### src/rtl/branch_resolution_queue.sv
// Program-order queue of branch predictions; resolves the head against execute results.
// Outputs registered (resolve at edge N -> res/redir valid in cycle N+1); push refused when full, wrong-path pushes dropped.
package mmm_pkg;
   parameter int XLEN = 32;
   parameter int HLEN = 10;
endpackage

module branch_resolution_queue
   import mmm_pkg::*;
#(
   parameter int DEPTH = 8
) (
   input  logic            clk_i,
   input  logic            rst_n_i,
   input  logic            flush_i,
   input  logic            pred_valid_i,
   input  logic [XLEN-1:0] pred_pc_i,
   input  logic [HLEN-1:0] pred_index_i,
   input  logic [XLEN-1:0] pred_target_i,
   input  logic            pred_taken_i,
   output logic            pred_ready_o,
   input  logic            exe_valid_i,
   input  logic            exe_taken_i,
   input  logic [XLEN-1:0] exe_target_i,
   output logic            res_valid_o,
   output logic [XLEN-1:0] res_pc_o,
   output logic [HLEN-1:0] res_index_o,
   output logic [XLEN-1:0] res_target_o,
   output logic            res_taken_o,
   output logic            res_mispredict_o,
   output logic            redir_valid_o,
   output logic [XLEN-1:0] redir_pc_o,
   output logic            empty_o
);

   localparam int PW = $clog2(DEPTH);
   localparam logic [PW:0] CNT_FULL = (PW+1)'(DEPTH);

   typedef struct packed {
      logic [XLEN-1:0] pc;
      logic [HLEN-1:0] index;
      logic [XLEN-1:0] target;
      logic            taken;
   } rec_t;

   rec_t            mem_q [DEPTH];
   logic [PW-1:0]   wr_ptr_q, wr_ptr_d;
   logic [PW-1:0]   rd_ptr_q, rd_ptr_d;
   logic [PW:0]     count_q,  count_d;

   logic            res_valid_q, res_valid_d;
   logic [XLEN-1:0] res_pc_q, res_pc_d;
   logic [HLEN-1:0] res_index_q, res_index_d;
   logic [XLEN-1:0] res_target_q, res_target_d;
   logic            res_taken_q, res_taken_d;
   logic            res_mis_q, res_mis_d;
   logic            redir_valid_q, redir_valid_d;
   logic [XLEN-1:0] redir_pc_q, redir_pc_d;

   rec_t            head;
   rec_t            push_rec;
   logic            push_req, push_acc, res_acc, mispredict;
   logic [XLEN-1:0] next_pc;

   assign pred_ready_o = (count_q != CNT_FULL);
   assign empty_o      = (count_q == '0);
   assign head         = mem_q[rd_ptr_q];

   always_comb begin
      push_rec        = '0;
      push_rec.pc     = pred_pc_i;
      push_rec.index  = pred_index_i;
      push_rec.target = pred_target_i;
      push_rec.taken  = pred_taken_i;

      push_req   = pred_valid_i && pred_ready_o && !flush_i;
      res_acc    = exe_valid_i && !empty_o && !flush_i;
      mispredict = res_acc &&
                   ((head.taken != exe_taken_i) ||
                    (head.taken && exe_taken_i && (head.target != exe_target_i)));
      next_pc    = exe_taken_i ? exe_target_i : head.pc + XLEN'(4);
      // A mispredict makes anything fetched this cycle wrong-path.
      push_acc   = push_req && !mispredict;
   end

   always_comb begin
      wr_ptr_d = wr_ptr_q;
      rd_ptr_d = rd_ptr_q;
      count_d  = count_q;
      if (flush_i || mispredict) begin
         wr_ptr_d = '0;
         rd_ptr_d = '0;
         count_d  = '0;
      end else begin
         if (push_acc) wr_ptr_d = wr_ptr_q + PW'(1);
         if (res_acc)  rd_ptr_d = rd_ptr_q + PW'(1);
         if (push_acc && !res_acc)      count_d = count_q + (PW+1)'(1);
         else if (res_acc && !push_acc) count_d = count_q - (PW+1)'(1);
      end
   end

   always_comb begin
      res_valid_d   = res_acc;
      res_pc_d      = '0;
      res_index_d   = '0;
      res_target_d  = '0;
      res_taken_d   = 1'b0;
      res_mis_d     = 1'b0;
      redir_valid_d = mispredict;
      redir_pc_d    = '0;
      if (res_acc) begin
         res_pc_d     = head.pc;
         res_index_d  = head.index;
         res_target_d = next_pc;
         res_taken_d  = exe_taken_i;
         res_mis_d    = mispredict;
         redir_pc_d   = next_pc;
      end
   end

   always_ff @(posedge clk_i) begin
      if (push_acc) mem_q[wr_ptr_q] <= push_rec;
   end

   always_ff @(posedge clk_i or negedge rst_n_i) begin
      if (!rst_n_i) begin
         wr_ptr_q      <= '0;
         rd_ptr_q      <= '0;
         count_q       <= '0;
         res_valid_q   <= 1'b0;
         res_pc_q      <= '0;
         res_index_q   <= '0;
         res_target_q  <= '0;
         res_taken_q   <= 1'b0;
         res_mis_q     <= 1'b0;
         redir_valid_q <= 1'b0;
         redir_pc_q    <= '0;
      end else begin
         wr_ptr_q      <= wr_ptr_d;
         rd_ptr_q      <= rd_ptr_d;
         count_q       <= count_d;
         res_valid_q   <= res_valid_d;
         res_pc_q      <= res_pc_d;
         res_index_q   <= res_index_d;
         res_target_q  <= res_target_d;
         res_taken_q   <= res_taken_d;
         res_mis_q     <= res_mis_d;
         redir_valid_q <= redir_valid_d;
         redir_pc_q    <= redir_pc_d;
      end
   end

   assign res_valid_o      = res_valid_q;
   assign res_pc_o         = res_pc_q;
   assign res_index_o      = res_index_q;
   assign res_target_o     = res_target_q;
   assign res_taken_o      = res_taken_q;
   assign res_mispredict_o = res_mis_q;
   assign redir_valid_o    = redir_valid_q;
   assign redir_pc_o       = redir_pc_q;

endmodule
### config.mk
export PLATFORM = sky130hd
export DESIGN_NAME = branch_resolution_queue
export DESIGN_NICKNAME = d
export VERILOG_FILES = /design/src/rtl/branch_resolution_queue.sv
export SDC_FILE = /design/constraint.sdc
export NUM_CORES = 1
export LEC_CHECK = 0
export BUFFER_PORTS_ARGS = -buffer_cell sky130_fd_sc_hd__buf_2
export CAP_MARGIN = 10
export CORE_MARGIN = 4
export CORE_UTILIZATION = 45
export DETAILED_ROUTE_END_ITERATION = 8
export HOLD_SLACK_MARGIN = 0.06
export RECOVER_POWER = 25
export REMOVE_ABC_BUFFERS = 1
export SYNTH_ARGS = -nofsm -noshare
export SYNTH_HDL_FRONTEND = slang
export SYNTH_SLANG_ARGS = --single-unit
### constraint.sdc
create_clock -name clk_i -period 6.9 [get_ports clk_i]
set_clock_uncertainty 0.1 [all_clocks]
set_input_delay 0.69 -clock clk_i [delete_from_list [all_inputs] [get_ports clk_i]]
set_output_delay 0.69 -clock clk_i [all_outputs]
set_load 0.005 [all_outputs]
### Word-level counts from Yosys, hierarchy flattened

Memory sizes are Yosys's and may differ from the RTL's.
Cells that the tools add are included.

* register bits: 88
* bits in writable memories: 600
* bits of input ports: 113
* output and inout port bits: 112
* logic and storage cells: 55
* memories kept: 1

* $add $sub $neg: 5
* eq/ne operators: 3
* muxes and demuxes: 15
* reduce and logical (&&, ||, !) cells: 21

Memory list
* mem_q: words 8, width 75, rd ports 1, clocked after Yosys merged registers in 0, wr ports 1, line 46 `rec_t mem_q [DEPTH];`

Operator list (count)
* $mux W32: 3
* $add A32 B3 Y32 const B: 1
* $ne A32 B32 Y1: 1
* $mux W3: 4
* $mux W4: 3
* $logic_and A1 B1 Y1: 10
* $mux W10: 1
* $add A3 B1 Y3 const B: 2
* $logic_not A1 Y1: 5
* $add A4 B1 Y4 const B: 1
* $logic_not A4 Y1: 1
* $mux W1: 4
* $ne A4 B4 Y1 const B: 1
* $reduce_bool A2 Y1: 2
* $sub A4 B1 Y4 const B: 1
* $reduce_bool A3 Y1: 1
* $logic_or A1 B1 Y1: 2
* $ne A1 B1 Y1: 1

### Logic depth before layout (Yosys ltp)

Gate-level depths: netlist of the first run.

* depth in word-level cells: 12
* mapped depth: 23
* gate-level depth less buffers: 16

### Worst setup path after synthesis of the first run

No wires, ideal clock.

* kind: register to register
* start: register rd_ptr_q[0]
* end: memory mem_q[6][0] in the netlist's numbering (enable)
* library setup time: 0.442 ns
* arrival time: 4.911 ns
* required time: 6.358 ns
* setup slack: 1.446 ns
* cell stages (with the launch flop): 15
* buffers on the path: 7
* clock period less this slack: 5.454 ns
* cells stage by stage: dfrtp_1 -> buf_6 -> buf_12 -> buf_12 -> buf_6 -> buf_4 -> buf_2 -> buf_2 -> mux4_2 -> nand2_1 -> nand2_1 -> ha_1 -> nand2b_1 -> o21ai_4 -> and4b_1

* longest elaborated chain between the ends: 9
* elaborated cells on any way between the ends: 11
* classes of those cells: 2 x eq/ne; 2 x mux; 6 x reduce/logical; 1 x memory

RTL lines
* from (decl): line 48 `logic [PW-1:0] rd_ptr_q, rd_ptr_d;`
* from (signal assigned): line 140 `rd_ptr_q <= rd_ptr_d;`
* $mem_v2 Z8 W75 (*)
* $ne A32 B32 Y1 / $logic_and A1 B1 Y1 (equally long branches): line 80 `(head.taken && exe_taken_i && (head.target != exe_target_i)));`
* $logic_and A1 B1 Y1: line 80
* $logic_or A1 B1 Y1 (*): line 79 `((head.taken != exe_taken_i) ||`
* $logic_and A1 B1 Y1 (*): line 78 `mispredict = res_acc &&`
* $logic_not A1 Y1 (*): line 83 `push_acc = push_req && !mispredict;`
* $logic_and A1 B1 Y1 (*): line 83
* $mux W1 (*): line 122 `if (push_acc) mem_q[wr_ptr_q] <= push_rec;`
* $mux W1 (implied by the code) (*): line 122
* to (decl): line 46

Every way passes the cells marked *; elsewhere a longest branch is shown, timed or not.

### Worst setup path in the final report of the first run

* start: register rd_ptr_q[2]
* end: register count_q[3]

* longest elaborated chain between the ends: 10
* elaborated cells on any way between the ends: 16
* classes of those cells: 2 x eq/ne; 2 x mux; 11 x reduce/logical; 1 x memory

RTL lines
* $mem_v2 Z8 W75 (*)
* $ne A32 B32 Y1 / $logic_and A1 B1 Y1 (equally long branches): line 80
* $logic_and A1 B1 Y1: line 80
* $logic_or A1 B1 Y1 (*): line 79
* $logic_and A1 B1 Y1 (*): line 78
* $logic_not A1 Y1: line 83
* $logic_and A1 B1 Y1: line 83
* $logic_and A1 B1 Y1 / $logic_not A1 Y1 (equally long branches): line 97, 98
* $mux W4 / $logic_and A1 B1 Y1 (equally long branches): line 97, 98
* $mux W4 / $reduce_bool A3 Y1 (equally long branches)
* to (signal assigned): line 141 `count_q <= count_d;`
* to (decl): line 49 `logic [PW:0] count_q, count_d;`

Marked as above.
A chain may end at the register's enable or synchronous reset.

==> results.md, run 1 <==
- Class of the most critical hold timing path: primary input to flop
- Number of standard cells after synthesis: 1410
- Wire length reported by the detailed router: 63800 microns
- Htree depth: 3
- Async S/R FF share, synth: 0.127
- Number of design rule violations left after detail routing: 0
- Post-synthesis to final-layout area growth: 14.5%
- Flip-flop and latch count after synthesis: 687
- R2r setup slk: 1.67 ns
- Global-route wire length before repair: 93800 microns
- Destination of the worst hold path: mem_q[7][14]
- CP Capture Type: flop
- Instance count along the most critical hold path: 1
- Peak fanout along the critical path: 15
- Die Width: 255 microns
- Nets@finish: 1758
- Synthesized area per cell: 19.4 sq um
- R2r endpoint: count_q[3]
- Leakage Power: 11.1 nW
- Post-CTS Setup Repair Bufs: 0
- Placed Instance Area: 29100 sq um
- Total of warnings raised by yosys: 0
- Worst-case clock buffer depth: 3
- Worst Hold Launch: pred_target_i[13]
- Portion of synthesized cell area occupied by the leading cell type: 0.658
- Clock tree root buffer cell: clkbuf_16
- Number of global-route vias before repair: 14200
- Length of the first detailed-routing pass in iterations: 5
- Number of flops mapped to enable cells by yosys: 600
- Setup Viol. Count Final: 0
- Required time at the worst-slack endpoint: 7.27 ns
- Transition at the pin with the smallest max-transition slack: 1.23 ns
- Final Util: 0.520
- Total power per unit cell area: 319 nW/um^2
- CTS Sinks: 687
- Final hold viol count: 0
- Post-route clock period utilization: 0.757
- Cell type with the largest total area after synthesis: edfxtp_1
- Number of core rows: 90
- Number of clock buffers inserted by TritonCTS: 70
- Number of max-slew violations in the final report: 0
- Boundary Pins: 225
- Worst slew margin: 0.179
- Fraction of final layout cells with drive strength greater than 1: 0.232
- Total vias in the final route: 13700
- Critical R2R Launch: rd_ptr_q[2]
- Final critical path time including I/O delays and setup: 5.23 ns
- Number of library cell types mapped by synthesis: 68
- Setup repair after global routing missed its margin: no
- Drt via density: 5.54
- Initial Utilization: 0.454
- Number of violations reported at the end of detailed-routing iteration 0: 1067
- Insertion delay of the later-clocked pin in the worst-skew pair: 0.59 ns
- Top post-synthesis cells by area: edfxtp_1, dfrtp_1, mux4_2
- Die height: 255 microns
- Maximum frequency from static timing analysis: 191 MHz
- Detailed placer's ending HPWL: 39900 microns
- Clock-pin slew on the worst setup and hold paths: 0.06 ns
- Status: complete, no violations
- Most instantiated flip-flop cell in the synthesis netlist: edfxtp_1
- Total routing resource utilization after global routing: 0.198
- Final estimated routing congestion in global placement: 0.784
- Depth of the most critical reg-to-reg path: 16
- Placeable core area: 60200 sq um
- Count of buffers inserted at the top-level ports: 224
- Cell area after technology mapping: 27400 sq um
- IR drop worst, VDD: 162 uV
- Routed len/inst: 25.8 microns
- Post-route cell area: 31300 sq um
- Max-capacitance violation count: 0
- Initial antenna violation count: 13
- Clock tree from TritonCTS: done
- Arrival time worst endpoint: 5.60 ns
- Nature of the critical path startpoint: flop
- Sequential area share after synthesis: 0.738
- Die area: 64800 sq um
- Maximum number of pins on one net before global-route repair: 87
- Critical path start-end classification: flop to flop
- Sum of overflow across all layers after global routing: 0
- Critical path launch point: rd_ptr_q[2]
- Antenna Violating Nets Remaining: 0
-- logic make-up after synthesis --
group | synth area share
fa+ha+maj | 0.00393
flops | 0.738
compound gates | 0.0286
buf+inv | 0.0276
simple gates | 0.0408
mux | 0.147
xor+xnor | 0.0144
-- critical path, stage by stage (launching register included) --
cell	delay, ns
dfrtp_1	0.90
nor2b_2	0.87
a22oi_1	0.23
a21oi_1	0.22
o22ai_1	0.12
nor4_1	0.57
a41oi_2	0.29
o21ai_4	0.34
ha_1	0.29
inv_1	0.08
ha_1	0.28
a21o_1	0.16
a21oi_1	0.16
xnor2_1	0.13
nor2_1	0.06
xor2_1	0.14
and3b_1	0.17
-- metal layers --
metal	track usage	share of wire
met1	0.276	0.44
met2	0.321	0.49
met5	0	0.0012
met4	0.0605	0.018
met3	0.0382	0.056
-- worst max-delay path by stage --
stage / end
after global placement: count_q[3]
final: count_q[3]
after detailed placement: count_q[3]
after CTS: count_q[3]
after floorplan: mem_q[6][0]
after global routing: count_q[3]
-- final cells by class --
cell class	count	area [sq um]
fillers	4811	28900
flip-flops and latches	687	20200
multi-input cells	617	6450
clock buffers	108	2030
repair buffers	251	1370
well taps	782	978
clock inverters	18	240
inverters	10	38.8
diodes	4	10.0
-- where the power goes --
group | total, mW | switching (mW) | internal, mW
Combinational | 1.41 | 0.809 | 0.604
Sequential | 4.85 | 0.101 | 4.75
Clock | 3.74 | 1.49 | 2.25
-- timing repair --
action / 4_1_cts / 5_1_grt
setup endpoints to repair: 0 / 0
hold buffers: 1 / 0
resized for setup: 0 / 0
hold endpoints to repair: 1 / 0
-- cells in the final DEF, fill, tap and decap left out, types with 5 or more instances in the layout --
cell type / instances
a21oi_1: 39
a22o_1: 14
a22oi_1: 28
and3_1: 17
and3b_1: 7
buf_12: 9
buf_2: 168
buf_4: 18
bufinv_16: 6
clkbuf_1: 83
clkbuf_16: 73
clkbuf_8: 7
clkinv_1: 5
clkinv_2: 7
dfrtp_1: 85
edfxtp_1: 600
ha_1: 7
inv_1: 8
mux2_2: 5
mux2i_1: 116
mux4_1: 49
mux4_2: 67
nand2_1: 47
nand3_1: 9
nor2_1: 73
nor3_1: 7
o21ai_0: 9
o22ai_1: 8
or3_1: 6
xnor2_1: 19
xor2_1: 26
-- cells in the mapped netlist (19+ instances only) --
cell	instances
mux2i_1	116
a22oi_1	28
mux4_1	49
nor2_1	73
buf_4	40
edfxtp_1	600
a21oi_1	39
xor2_1	26
mux4_2	67
dfrtp_1	87
nand2_1	47
xnor2_1	19
-- metrics by stage --
step                setup slack (ns)  setup TNS [ns]  hold WS, ns  total power [mW]  std cells
CTS                             1.59               0        0.217              10.1       2473
detailed placement              1.64               0        0.563              6.38       2346
floorplan                      -1.75        -1041.87        0.294              5.86       1314
global route                    1.29               0        0.280              10.4       2477
finish                          1.67               0        0.288              10.0       2477
global placement                1.60               0        0.549              6.36       2346
-- sequential cells by signal (all words and copies together) (netlist names) --
name,count
count_q,4
mem_q,600
rd_ptr_q,3
redir_pc_o,32
redir_valid_o,1
res_index_o,10
res_pc_o,32
res_taken_o,1
res_valid_o,1
wr_ptr_q,3
Power figures use the tool's default switching activity.
==> inputs of run 2 (changes only) <==
clock period = 5.25 ns   (was 6.9 ns; I/O delays follow)
==> run 2 against run 1 <==
- count of clock-buffer cells in the layout fell by 7
- setup slack got worse by 1.3 ns
- register-to-register slack got worse by 1.3 ns
- sequential share of layout area fell by 1.1 points
- critical path depth rose by 2
- global-route usage rose by 0.46 points
- combinational power rose by 38%
- largest cell class unchanged
==> results.md, run 2 (synthesis gave the netlist of run 1 again) <==
- Status: complete, no violations
- Max Used Layer: met5
- R2r setup slk: 0.37 ns (-1.30 ns)
- Worst slew margin: 0.282 (+0.103)
- Setup repair after global routing missed its margin: no
- Required time at the worst-slack endpoint: 5.63 ns (-1.64 ns)
- Total routing resource utilization after global routing: 0.202 (+0.00458)
- Placed Instance Area: 29500 sq um (+1.2%)
- Global-route wire length before repair: 95300 microns (+1.6%)
- Number of max-slew violations in the final report: 0 (unchanged)
- Final critical path time including I/O delays and setup: 4.88 ns (-0.345 ns)
- Initial Utilization: 0.454 (unchanged)
- Die Width: 255 microns (unchanged)
- Setup Viol. Count Final: 0 (unchanged)
- Wire length reported by the detailed router: 65500 microns (+2.5%)
- Max-capacitance violation count: 0 (unchanged)
- Nature of the critical path startpoint: flop
- Number of design rule violations left after detail routing: 0 (unchanged)
- Worst-case clock buffer depth: 3 (unchanged)
- Overall power consumption: 13.4 mW (+34%)
- Delay of the slowest cell on the worst path: 0.76 ns (-0.14 ns)
- Hold slack: 0.101 ns (-0.186 ns)
- Final hold viol count: 0 (unchanged)
- Met3 WL: 4210 microns (+17%)
- Die area: 64800 sq um (unchanged)
- Number of violations reported at the end of detailed-routing iteration 0: 1051 (-1.5%)
- Length of the first detailed-routing pass in iterations: 5 (unchanged)
- CP Capture Type: flop
- Post-synthesis to final-layout area growth: 16.4%
- Transition at the pin with the smallest max-transition slack: 1.07 ns (-0.153 ns)
- Total power per unit cell area: 420 nW/um^2 (+32%)
- Total vias in the final route: 14100 (+2.3%)
- Critical R2R Launch: rd_ptr_q[0]
- Leading cell type in the layout, fill and taps excluded: edfxtp_1
- Htree depth: 3 (unchanged)
- Leakage Power: 11.4 nW (+2.6%)
- Drt via density: 5.57 (+0.55%)
- Number of core rows: 90 (unchanged)
- Insertion delay of the later-clocked pin in the worst-skew pair: 0.60 ns (about the same)
- Destination of the critical timing path: count_q[3]
- Sum of overflow across all layers after global routing: 0 (unchanged)
- Peak fanout along the critical path: 29 (+14)
- Top register by number of flip-flops: mem_q
- R2r endpoint: count_q[3]
- Placeable core area: 60200 sq um (unchanged)
- Die height: 255 microns (unchanged)
- Final estimated routing congestion in global placement: 0.789 (+0.69%)
- Critical path's slowest cell: dfrtp_4
- Detailed placer's ending HPWL: 40800 microns (+2.4%)
- Count of buffer and inverter cells on the critical path: 3 (+2)
- Maximum number of pins on one net before global-route repair: 50 (-43%)
- Critical path launch point: rd_ptr_q[0]
- Worst Hold Launch: exe_target_i[23]
- Clock tree from TritonCTS: done
- Number of clock buffers inserted by TritonCTS: 70 (unchanged)
- Number of global-route vias before repair: 14500 (+1.5%)
- Fraction of final layout cells with drive strength greater than 1: 0.251 (+0.0188)
- Count of buffers inserted at the top-level ports: 224 (unchanged)
- Max FFs per register: 600 (unchanged)
- Maximum frequency from static timing analysis: 205 MHz (+7.1%)
- IR drop worst, VDD: 243 uV (+50%)
- Met2 wirelength from detailed routing: 31500 microns (+1.4%)
- Most used cells in the layout excluding fill and tap cells: edfxtp_1, buf_2, mux2i_1
- Boundary Pins: 225 (unchanged)
- Post-route clock period utilization: 0.930 (+0.172)
- Fill count: 4756 (-1.1%)
- Class of the most critical hold timing path: primary input to flop
- Arrival time worst endpoint: 5.26 ns (-0.34 ns)
- Antenna Violating Nets Remaining: 0 (unchanged)
- CTS Sinks: 687 (unchanged)
- Critical path start-end classification: flop to flop
- Number of cells on the critical path: 18 (+2)
- Nets@finish: 1799 (+2.3%)
- Routed len/inst: 26.0 microns (+0.75%)
- Post-route cell area: 31900 sq um (+1.7%)
- Clock-pin slew on the worst setup and hold paths: 0.06 ns (about the same)
- Cell Chain, Critical Path: buf_4 -> buf_4 -> mux4_2 -> mux2i_1 -> xor2_1 -> nand4_1 -> nor4_2 -> a41oi_2 -> o21ai_4 -> ha_1 -> inv_1 -> ha_1 -> a21o_1 -> a21oi_1 -> xnor2_1 -> nor2_1 -> xor2_1 -> and3b_1
- Sum of routed wire segments on met1: 28300 microns (+1.5%)
- Depth of the most critical reg-to-reg path: 18 (+2)
- Cell family with most CP delay: compound AO/OA/AOI/OAI gates
- Initial antenna violation count: 10 (-3)
- Clock tree root buffer cell: clkbuf_16
run 2: routing by layer:
| metal | vias up | global-route usage |
|---|---|---|
| met5 | - | 0 |
| met4 | 12 | 0.0572 |
| met3 | 94 | 0.0405 |
| met2 | 440 | 0.326 |
| met1 | 7332 | 0.286 |
| li1 | 6174 | - |
run 2: how the worst min path moves through the flow:
stage / end / slack (ns) / cells after the start
2_1_floorplan: count_q[0] / 0.13 / 0
3_3_place_gp: res_index_o[4] / 0.52 / 1
3_5_place_dp: res_index_o[4] / 0.54 / 1
4_1_cts: mem_q[2][12] / 0.06 / 1
5_1_grt: redir_pc_o[23] / 0.1 / 2
6_report: redir_pc_o[23] / 0.10 / 2
run 2: timing repair:
item | in CTS | in global routing
setup buffers | 0 | 0
hold buffers | 7 | 0
resized for setup | 0 | 0
hold endpoints to repair | 63 | 0
run 2: report_power, final:
part	internal [mW]	switching (mW)	total (mW)
Combinational	0.849	1.09	1.94
Sequential	6.24	0.126	6.37
Clock	3.06	2.02	5.08
Total	10.2	3.24	13.4
run 2: cell type report:
class	count	area, sq um	area share
clock buffers	101	2080	0.0651
diodes	3	7.51	0.000236
inverters	10	38.8	0.00122
flip-flops and latches	687	20200	0.634
well taps	782	978	0.0307
clock inverters	29	323	0.0101
multi-input cells	617	6450	0.202
repair buffers	292	1790	0.0562
run 2: per-stage QoR:
step | TNS [ns] | instances | worst slack (ns) | util
finish | 0 | 2521 | 0.369 | 0.529
global placement | 0 | 2381 | 0.418 | 0.489
detailed placement | 0 | 2381 | 0.380 | 0.489
global route | 0 | 2519 | 0.109 | 0.529
CTS | 0 | 2518 | 0.360 | 0.530
floorplan | -2099.16 | 1314 | -3.40 | -
